`src/rtl/wir_param_if.sv`:
```
// Control and data bundle between the wrapper serial control (WSC) side and the WIR.
// The master drives WSC controls and instruction inputs. The slave (the WIR) drives decodes back.
interface wir_param_if #(
    parameter int IR_WIDTH = 3
);
    logic                SelectWIR;
    logic                CaptureWR;
    logic                ShiftWR;
    logic                UpdateWR;
    logic                WPSE;
    logic                wir_wsi;
    logic [IR_WIDTH-1:0] wpi_instr;

    logic                wir_wso;
    logic [IR_WIDTH-1:0] wir_instr;
    logic                wir_bypass;
    logic                wir_extest;
    logic                wir_intest;
    logic                wir_preload;
    logic                wir_clamp;
    logic                wir_wbr_sel;
    logic                hold_inputs;
    logic                hold_outputs;
    logic                wir_err;

    modport master (
        output SelectWIR, CaptureWR, ShiftWR, UpdateWR, WPSE, wir_wsi, wpi_instr,
        input  wir_wso, wir_instr, wir_bypass, wir_extest, wir_intest, wir_preload,
               wir_clamp, wir_wbr_sel, hold_inputs, hold_outputs, wir_err
    );

    modport slave (
        input  SelectWIR, CaptureWR, ShiftWR, UpdateWR, WPSE, wir_wsi, wpi_instr,
        output wir_wso, wir_instr, wir_bypass, wir_extest, wir_intest, wir_preload,
               wir_clamp, wir_wbr_sel, hold_inputs, hold_outputs, wir_err
    );
endinterface

```
`src/rtl/wir_param.sv`:
```
// Parametrised P1500 Wrapper Instruction Register with a serial and a parallel (WPSE) load.
// Unknown opcodes decode as BYPASS and set a sticky error bit that the next Capture reports and clears.
module wir_param #(
    parameter int          IR_WIDTH   = 3,
    parameter int unsigned OP_BYPASS  = 0,
    parameter int unsigned OP_EXTEST  = 1,
    parameter int unsigned OP_INTEST  = 2,
    parameter int unsigned OP_PRELOAD = 3,
    parameter int unsigned OP_CLAMP   = 4
) (
    input  logic WRCK,
    input  logic WRST,
    wir_param_if.slave wir
);

    logic [IR_WIDTH-1:0] shift_q, shift_d;
    logic [IR_WIDTH-1:0] upd_q, upd_d;
    logic                err_q, err_d;
    logic [IR_WIDTH-1:0] loadVal;

    function automatic logic isValid(input logic [IR_WIDTH-1:0] op);
        return (op == IR_WIDTH'(OP_BYPASS))  || (op == IR_WIDTH'(OP_EXTEST)) ||
               (op == IR_WIDTH'(OP_INTEST))  || (op == IR_WIDTH'(OP_PRELOAD)) ||
               (op == IR_WIDTH'(OP_CLAMP));
    endfunction

    always_ff @(posedge WRCK or posedge WRST) begin
        if (WRST) begin
            shift_q <= '0;
            upd_q   <= IR_WIDTH'(OP_BYPASS);
            err_q   <= 1'b0;
        end else begin
            shift_q <= shift_d;
            upd_q   <= upd_d;
            err_q   <= err_d;
        end
    end

    // Update samples the pre-edge shift register, so it may share an edge with Capture/Shift.
    // An invalid Update sets err after Capture's clear, so set wins on a shared edge.
    always_comb begin
        shift_d = shift_q;
        upd_d   = upd_q;
        err_d   = err_q;
        loadVal = wir.WPSE ? wir.wpi_instr : shift_q;
        if (wir.SelectWIR) begin
            if (wir.CaptureWR) begin
                shift_d    = '0;
                shift_d[0] = 1'b1;
                shift_d[2] = err_q;
                err_d      = 1'b0;
            end else if (wir.ShiftWR) begin
                shift_d = {wir.wir_wsi, shift_q[IR_WIDTH-1:1]};
            end
            if (wir.UpdateWR) begin
                upd_d = loadVal;
                if (!isValid(loadVal)) begin
                    err_d = 1'b1;
                end
            end
        end
    end

    always_comb begin
        wir.wir_wso      = shift_q[0];
        wir.wir_instr    = upd_q;
        wir.wir_err      = err_q;
        wir.wir_extest   = (upd_q == IR_WIDTH'(OP_EXTEST));
        wir.wir_intest   = (upd_q == IR_WIDTH'(OP_INTEST));
        wir.wir_preload  = (upd_q == IR_WIDTH'(OP_PRELOAD));
        wir.wir_clamp    = (upd_q == IR_WIDTH'(OP_CLAMP));
        wir.wir_bypass   = (upd_q == IR_WIDTH'(OP_BYPASS)) || !isValid(upd_q);
        wir.wir_wbr_sel  = wir.wir_extest | wir.wir_intest | wir.wir_preload;
        wir.hold_inputs  = wir.wir_intest;
        wir.hold_outputs = wir.wir_extest | wir.wir_clamp;
    end

endmodule

```
`src/flat_wrapper.sv`:
```
// flat-port wrapper written by rule: the top's interface ports become plain ports
module wir_param_flat 
#(
    parameter int          IR_WIDTH   = 3,
    parameter int unsigned OP_BYPASS  = 0,
    parameter int unsigned OP_EXTEST  = 1,
    parameter int unsigned OP_INTEST  = 2,
    parameter int unsigned OP_PRELOAD = 3,
    parameter int unsigned OP_CLAMP   = 4
)
  (WRCK, WRST, wir_SelectWIR, wir_CaptureWR, wir_ShiftWR, wir_UpdateWR, wir_WPSE, wir_wir_wsi, wir_wpi_instr, wir_wir_wso, wir_wir_instr, wir_wir_bypass, wir_wir_extest, wir_wir_intest, wir_wir_preload, wir_wir_clamp, wir_wir_wbr_sel, wir_hold_inputs, wir_hold_outputs, wir_wir_err);
  wir_param_if #(.IR_WIDTH(IR_WIDTH)) wir_i ();
  input  logic WRCK;
  input  logic WRST;
  input wire logic [$bits(wir_i.SelectWIR)-1:0] wir_SelectWIR;
  input wire logic [$bits(wir_i.CaptureWR)-1:0] wir_CaptureWR;
  input wire logic [$bits(wir_i.ShiftWR)-1:0] wir_ShiftWR;
  input wire logic [$bits(wir_i.UpdateWR)-1:0] wir_UpdateWR;
  input wire logic [$bits(wir_i.WPSE)-1:0] wir_WPSE;
  input wire logic [$bits(wir_i.wir_wsi)-1:0] wir_wir_wsi;
  input wire logic [$bits(wir_i.wpi_instr)-1:0] wir_wpi_instr;
  output wire logic [$bits(wir_i.wir_wso)-1:0] wir_wir_wso;
  output wire logic [$bits(wir_i.wir_instr)-1:0] wir_wir_instr;
  output wire logic [$bits(wir_i.wir_bypass)-1:0] wir_wir_bypass;
  output wire logic [$bits(wir_i.wir_extest)-1:0] wir_wir_extest;
  output wire logic [$bits(wir_i.wir_intest)-1:0] wir_wir_intest;
  output wire logic [$bits(wir_i.wir_preload)-1:0] wir_wir_preload;
  output wire logic [$bits(wir_i.wir_clamp)-1:0] wir_wir_clamp;
  output wire logic [$bits(wir_i.wir_wbr_sel)-1:0] wir_wir_wbr_sel;
  output wire logic [$bits(wir_i.hold_inputs)-1:0] wir_hold_inputs;
  output wire logic [$bits(wir_i.hold_outputs)-1:0] wir_hold_outputs;
  output wire logic [$bits(wir_i.wir_err)-1:0] wir_wir_err;
  assign wir_i.SelectWIR = wir_SelectWIR;
  assign wir_i.CaptureWR = wir_CaptureWR;
  assign wir_i.ShiftWR = wir_ShiftWR;
  assign wir_i.UpdateWR = wir_UpdateWR;
  assign wir_i.WPSE = wir_WPSE;
  assign wir_i.wir_wsi = wir_wir_wsi;
  assign wir_i.wpi_instr = wir_wpi_instr;
  assign wir_wir_wso = wir_i.wir_wso;
  assign wir_wir_instr = wir_i.wir_instr;
  assign wir_wir_bypass = wir_i.wir_bypass;
  assign wir_wir_extest = wir_i.wir_extest;
  assign wir_wir_intest = wir_i.wir_intest;
  assign wir_wir_preload = wir_i.wir_preload;
  assign wir_wir_clamp = wir_i.wir_clamp;
  assign wir_wir_wbr_sel = wir_i.wir_wbr_sel;
  assign wir_hold_inputs = wir_i.hold_inputs;
  assign wir_hold_outputs = wir_i.hold_outputs;
  assign wir_wir_err = wir_i.wir_err;
  wir_param #(.IR_WIDTH(IR_WIDTH), .OP_BYPASS(OP_BYPASS), .OP_EXTEST(OP_EXTEST), .OP_INTEST(OP_INTEST), .OP_PRELOAD(OP_PRELOAD), .OP_CLAMP(OP_CLAMP)) u_core (.WRCK(WRCK), .WRST(WRST), .wir(wir_i));
endmodule
```
`config.mk`:
```
export PLATFORM = sky130hd
export DESIGN_NAME = wir_param_flat
export DESIGN_NICKNAME = d
export VERILOG_FILES = /design/src/rtl/wir_param_if.sv /design/src/rtl/wir_param.sv /design/src/flat_wrapper.sv
export SDC_FILE = /design/constraint.sdc
export NUM_CORES = 1
export LEC_CHECK = 0
export ABC_AREA = 0
export CORE_AREA = 4 4 41 43
export DETAILED_ROUTE_END_ITERATION = 6
export DIE_AREA = 0 0 45 47
export PLACE_DENSITY = 0.67
export RECOVER_POWER = 100
export SLEW_MARGIN = 30
export SYNTH_ARGS = -nofsm -noshare
export SYNTH_HDL_FRONTEND = slang
export SYNTH_SLANG_ARGS = --single-unit
```
`constraint.sdc`:
```
create_clock -name WRCK -period 1.5 [get_ports WRCK]
set_input_delay 0.45 -clock WRCK [delete_from_list [all_inputs] [get_ports WRCK]]
set_output_delay 0.45 -clock WRCK [all_outputs]
set_load 0.02 [all_outputs]
```
# Word level (Yosys, flattened, before mapping)
# Index checks and enable logic that the tools add are counted.
[word_totals]
input_bits = 11
reg_bits = 7
wordCells = 35
out_inout_bits = 13
[classes]
n_mux = 6
eq_ne = 8
bitwise = 3
reduce_logical = 15
[ops]
columns = ["op", "n"]
rows = [
  ["equality test 3 x 2 -> 1 bit, second input constant", 4],
  ["logical OR 1 bit", 9],
  ["two-way mux 3 bit", 3],
  ["equality test 3 x 1 -> 1 bit, second input constant", 2],
  ["equality test 3 bit, second input constant", 2],
  ["zero test 3 bit", 2],
  ["AND reduction 2 bit", 2],
  ["two-way mux 1 bit", 3],
  ["bitwise OR 1 bit", 3],
  ["nonzero test 2 bit", 1],
  ["zero test 1 bit", 1],
]

# Logic depth before layout (Yosys ltp)
[depth]
word_depth = 8
depth_mapped = 4
mapped_depth_nobuf = 3

# Least setup slack after synthesis
# Ideal clock, no wire load.
[synth_path]
path_kind = "reg-to-output"
startpoint = "register u_core.upd_q[2] (netlist: u_core.wir.wir_instr[2])"
endpoint = "output wir_hold_outputs"
stages_incl_launch_ff = 3
arrival_ns = 1.413
required_time_ns = 1.050
path_slack_ns = -0.363
path_buffers = 0
cell_sequence = "dfrtp_1 nor3b_1 or2_1"
[synth_between]
elab_chain_len = 2
word_cells_on_any_way = 3
cone_classes = "eq/ne: 2; bitwise: 1"
[synth_rtl]
columns = ["item", "line_no", "rtl"]
rows = [
  ["from (decl)", "wir_param.sv:17", "logic [IR_WIDTH-1:0] upd_q, upd_d;"],
  ["from (signal assigned)", "wir_param.sv:30", "upd_q <= IR_WIDTH'(OP_BYPASS);"],
  ["from (signal assigned)", "wir_param.sv:34", "upd_q <= upd_d;"],
  ["equality test 3 x 1 -> 1 bit", "wir_param.sv:68", "wir.wir_extest = (upd_q == IR_WIDTH'(OP_EXTEST));"],
  ["net wir_wir_extest", "flat_wrapper.sv:25", "output wire logic [$bits(wir_i.wir_extest)-1:0] wir_wir_extest;"],
  ["bitwise OR 1 bit", "wir_param.sv:75", "wir.hold_outputs = wir.wir_extest | wir.wir_clamp;"],
  ["to (decl)", "flat_wrapper.sv:31", "output wire logic [$bits(wir_i.hold_outputs)-1:0] wir_hold_outputs;"],
]
# The timed path passes the listed nets, and every way through them passes these cells.

# Worst setup path after layout
[layout_path]
startpoint = "register u_core.upd_q[2] (netlist: u_core.wir.wir_instr[2])"
endpoint = "output wir_hold_outputs"
[layout_between]
elab_chain_len = 2
word_cells_on_any_way = 3
cone_classes = "eq/ne: 2; bitwise: 1"
[layout_rtl]
columns = ["item", "line_no"]
rows = [
  ["equality test 3 x 1 -> 1 bit / equality test 3 bit (equally long branches)", "wir_param.sv:68, wir_param.sv:71"],
  ["bitwise OR 1 bit (*)", "wir_param.sv:75"],
]
# Mark *: on every way between the ends. The rest lies on a longest branch, timed or not.

==> metrics <==
Die X-Extent 45 um; FFs w/ async S/R, synth 1.00; number of maximum-capacitance constraint violations 0; smallest setup slack after layout -0.174 ns; number of enable-type register cells in the synthesized netlist 0; largest net degree at the start of global routing 8; number of warnings reported in the yosys synthesis log 0; xor/xnor share of the synthesized area 0.0217; wire length of the first global-routing pass 1600 um; failing checks setup timing; Hold Path Cell Cnt 1; synthesized area divided by synthesized cell count 9.40 um^2; main combinational cell family by area after synthesis simple AND/OR/NAND/NOR gates; Crit Path Class flip-flop to output port; WP data arrival 1.22 ns; final hold violation count 0; count of hold buffers inserted by post-cts repair 0; first-pass iteration count of the detailed router 4; synthesized cell area 404 um^2; final non-filler cell total 91; maximum level of the CTS H-tree 1; CP Capture Type output port; minimum hold slack 0.545 ns; global placement routability congestion 0.649; Post-DP HPWL 814 um; TritonCTS sink count 7; via count 441; multiplexer fraction of the synthesized cell area 0.0743; Total Routing Usage GR 0.112; element type at the critical path start flip-flop; fraction of the cycle the final worst path needs 1.12; clock transition time at the flip-flop clock pins of the worst setup and hold paths 0.06 ns; dominant cells by area after synthesis dfrtp_1, mux2i_1, a22o_1, nand2_1, nor2_1; cell area reported after detailed placement 693 um^2; Die Area 0.00212 mm^2; maximum VDD drop 0.460 mV; flop and latch count out of synthesis 7; total global routing overflow 0; status finished, violations left; leakage power 0.364 nW; worst-case clock buffer depth 2; simple logic cell fraction of the synthesized area 0.245; final worst path period need 1.67 ns; boundary pin count 24; biggest area consumer among synthesized cells dfrtp_1; Register-to-Register Path Depth 4; fin area 741 um^2; Slew Limit Fails 0; final routed wirelength across all metal layers 1050 um; most frequent standard cell in the layout excluding fill and tap cells buf_6; worst reg2reg startpoint u_core.shift_q[0]$_DFFE_PP0P_; compound-gate portion of the synthesized area 0.161; hold crit path type flip-flop to flip-flop; n_diodes 0; maximum fanout encountered on the critical timing path 6; setup TNS after final layout -0.960 ns; number of library cell types mapped by synthesis 21; Setup violations, final 7; routed vias/inst 4.85; area inside the core boundary 0.00130 mm^2; portion of synthesized cell area occupied by the leading cell type 0.433; clock tree from TritonCTS done; share of synthesized cell area in full adder, half adder and majority cells 0; required time reported for the critical path endpoint 1.05 ns; Worst slew margin 0.783; Inst Count DP 83; Main synth FF type dfrtp_1; capture instance of the worst register-to-register path u_core.wir.wir_err$_DFFE_PP0P_; synthesized netlist net count 54; Max Clk Rate 597 MHz; synthesized netlist cell count 43; number of global-route vias before repair 411; standard-cell rows 13; internal reg-to-reg setup slack 0.42 ns; synthesis-to-layout area growth 83.3%; sequential element share of the synthesized area 0.433; number of buffers added on ports 23; starting density of the core 0.311; ratio of total power to cell area 1080 mW/mm^2; residual DRC count 0; maximum clock skew at final layout 0.00658 ns; Worst-Skew Late Latency 0.26 ns; proportion of layout cells with a drive suffix above 1 0.408; count of nets after finishing 88; average wire per cell in the routed design 11.5 um; number of DRC violations after detailed-routing iteration 0 1; vertical die dimension 47 um; Clock Tree Root clkbuf_4; commonest non-fill, non-tap cells in the layout buf_6, clkdlybuf4s50_1, nand2_1, buf_4; Num CTS Buffers 3; setup repair after global routing missed its margin yes; number of antenna-violating nets in the routed design 0; number of antenna violations at the first check in global routing 0; slew at the pin closest to its max-slew limit 0.322 ns; WHS Endpoint u_core.shift_q[2]$_DFFE_PP0P_; Worst Min Path Start u_core.shift_q[2]$_DFFE_PP0P_
==> Yosys cell counts, types with 2 or more instances <==
library cell / count
mux2i_1: 3
nor3b_1: 2
dfrtp_1: 7
a22o_1: 3
o21ai_0: 2
nand2_1: 6
nor2_1: 5
inv_1: 2
==> worst max-delay path: stages, from the launching register on <==
cell and delay [ns]:
dfrtp_2 0.46, and2_4 0.16, or2_4 0.22, buf_6 0.13
==> power breakdown <==
group	internal, mW	switching [mW]	total, mW	leakage, nW
clock network	0.102	0.0788	0.181	0.0150
registers	0.218	0.0343	0.252	0.0840
logic	0.197	0.170	0.367	0.265
total	0.517	0.283	0.800	0.364
==> cell families after synthesis <==
family,count (synthesis)
compound gates,9
xor+xnor,1
buf+inv,4
flops,7
mux,3
simple gates,19
==> sequential cells by signal, summed over array words and instances, names as in the netlist <==
name / cells
u_core.wir.wir_err: 1
u_core.wir.wir_instr: 3
u_core.shift_q: 3
==> final cells by class <==
type	count	area (um^2)
Tap cell	15	18.8
Fill cell	131	561
Inverter	2	7.51
Sequential cell	7	179
Multi-Input combinational cell	32	235
Clock buffer	4	26.3
Timing Repair Buffer	31	274
==> worst max path at each step <==
| stage | cells after the start | slack, ns | endpoint | start |
|---|---|---|---|---|
| 2_1_floorplan | 2 | -0.006 | wir_wir_bypass | u_core.wir.wir_instr[0]$_DFFE_PP0P_ |
| 3_3_place_gp | 4 | -0.40 | wir_hold_outputs | u_core.wir.wir_instr[1]$_DFFE_PP0P_ |
| 3_5_place_dp | 4 | -0.42 | wir_hold_outputs | u_core.wir.wir_instr[1]$_DFFE_PP0P_ |
| 4_1_cts | 3 | -0.22 | wir_hold_outputs | u_core.wir.wir_instr[2]$_DFFE_PP0P_ |
| 5_1_grt | 3 | -0.21 | wir_hold_outputs | u_core.wir.wir_instr[0]$_DFFE_PP0P_ |
| 6_report | 3 | -0.17 | wir_hold_outputs | u_core.wir.wir_instr[2]$_DFFE_PP0P_ |
==> per-stage QoR <==
| stage | total power, mW | worst slack, ns | utilization |
|---|---|---|---|
| finish | 0.800 | -0.174 | 0.569 |
| global route | 0.849 | -0.210 | 0.569 |
| CTS | 0.778 | -0.215 | 0.539 |
| detailed placement | 0.608 | -0.417 | 0.533 |
| global placement | 0.605 | -0.398 | 0.533 |
| floorplan | 0.434 | -0.00591 | - |
==> layer usage <==
metal / routed length (um) / global-route usage / part of all wire
met3: 113 / 0.0345 / 0.11
met2: 506 / 0.201 / 0.48
met4: 31 / 0.0877 / 0.029
met1: 399 / 0.105 / 0.38
met5: 0 / 0 / 0
==> timing repair <==
item	CTS	global route
buffers inserted	1	3
gates resized for setup	56	6
endpoints found under the setup margin	13	8
pin swaps	0	2
(Power assumes the default switching activity.)
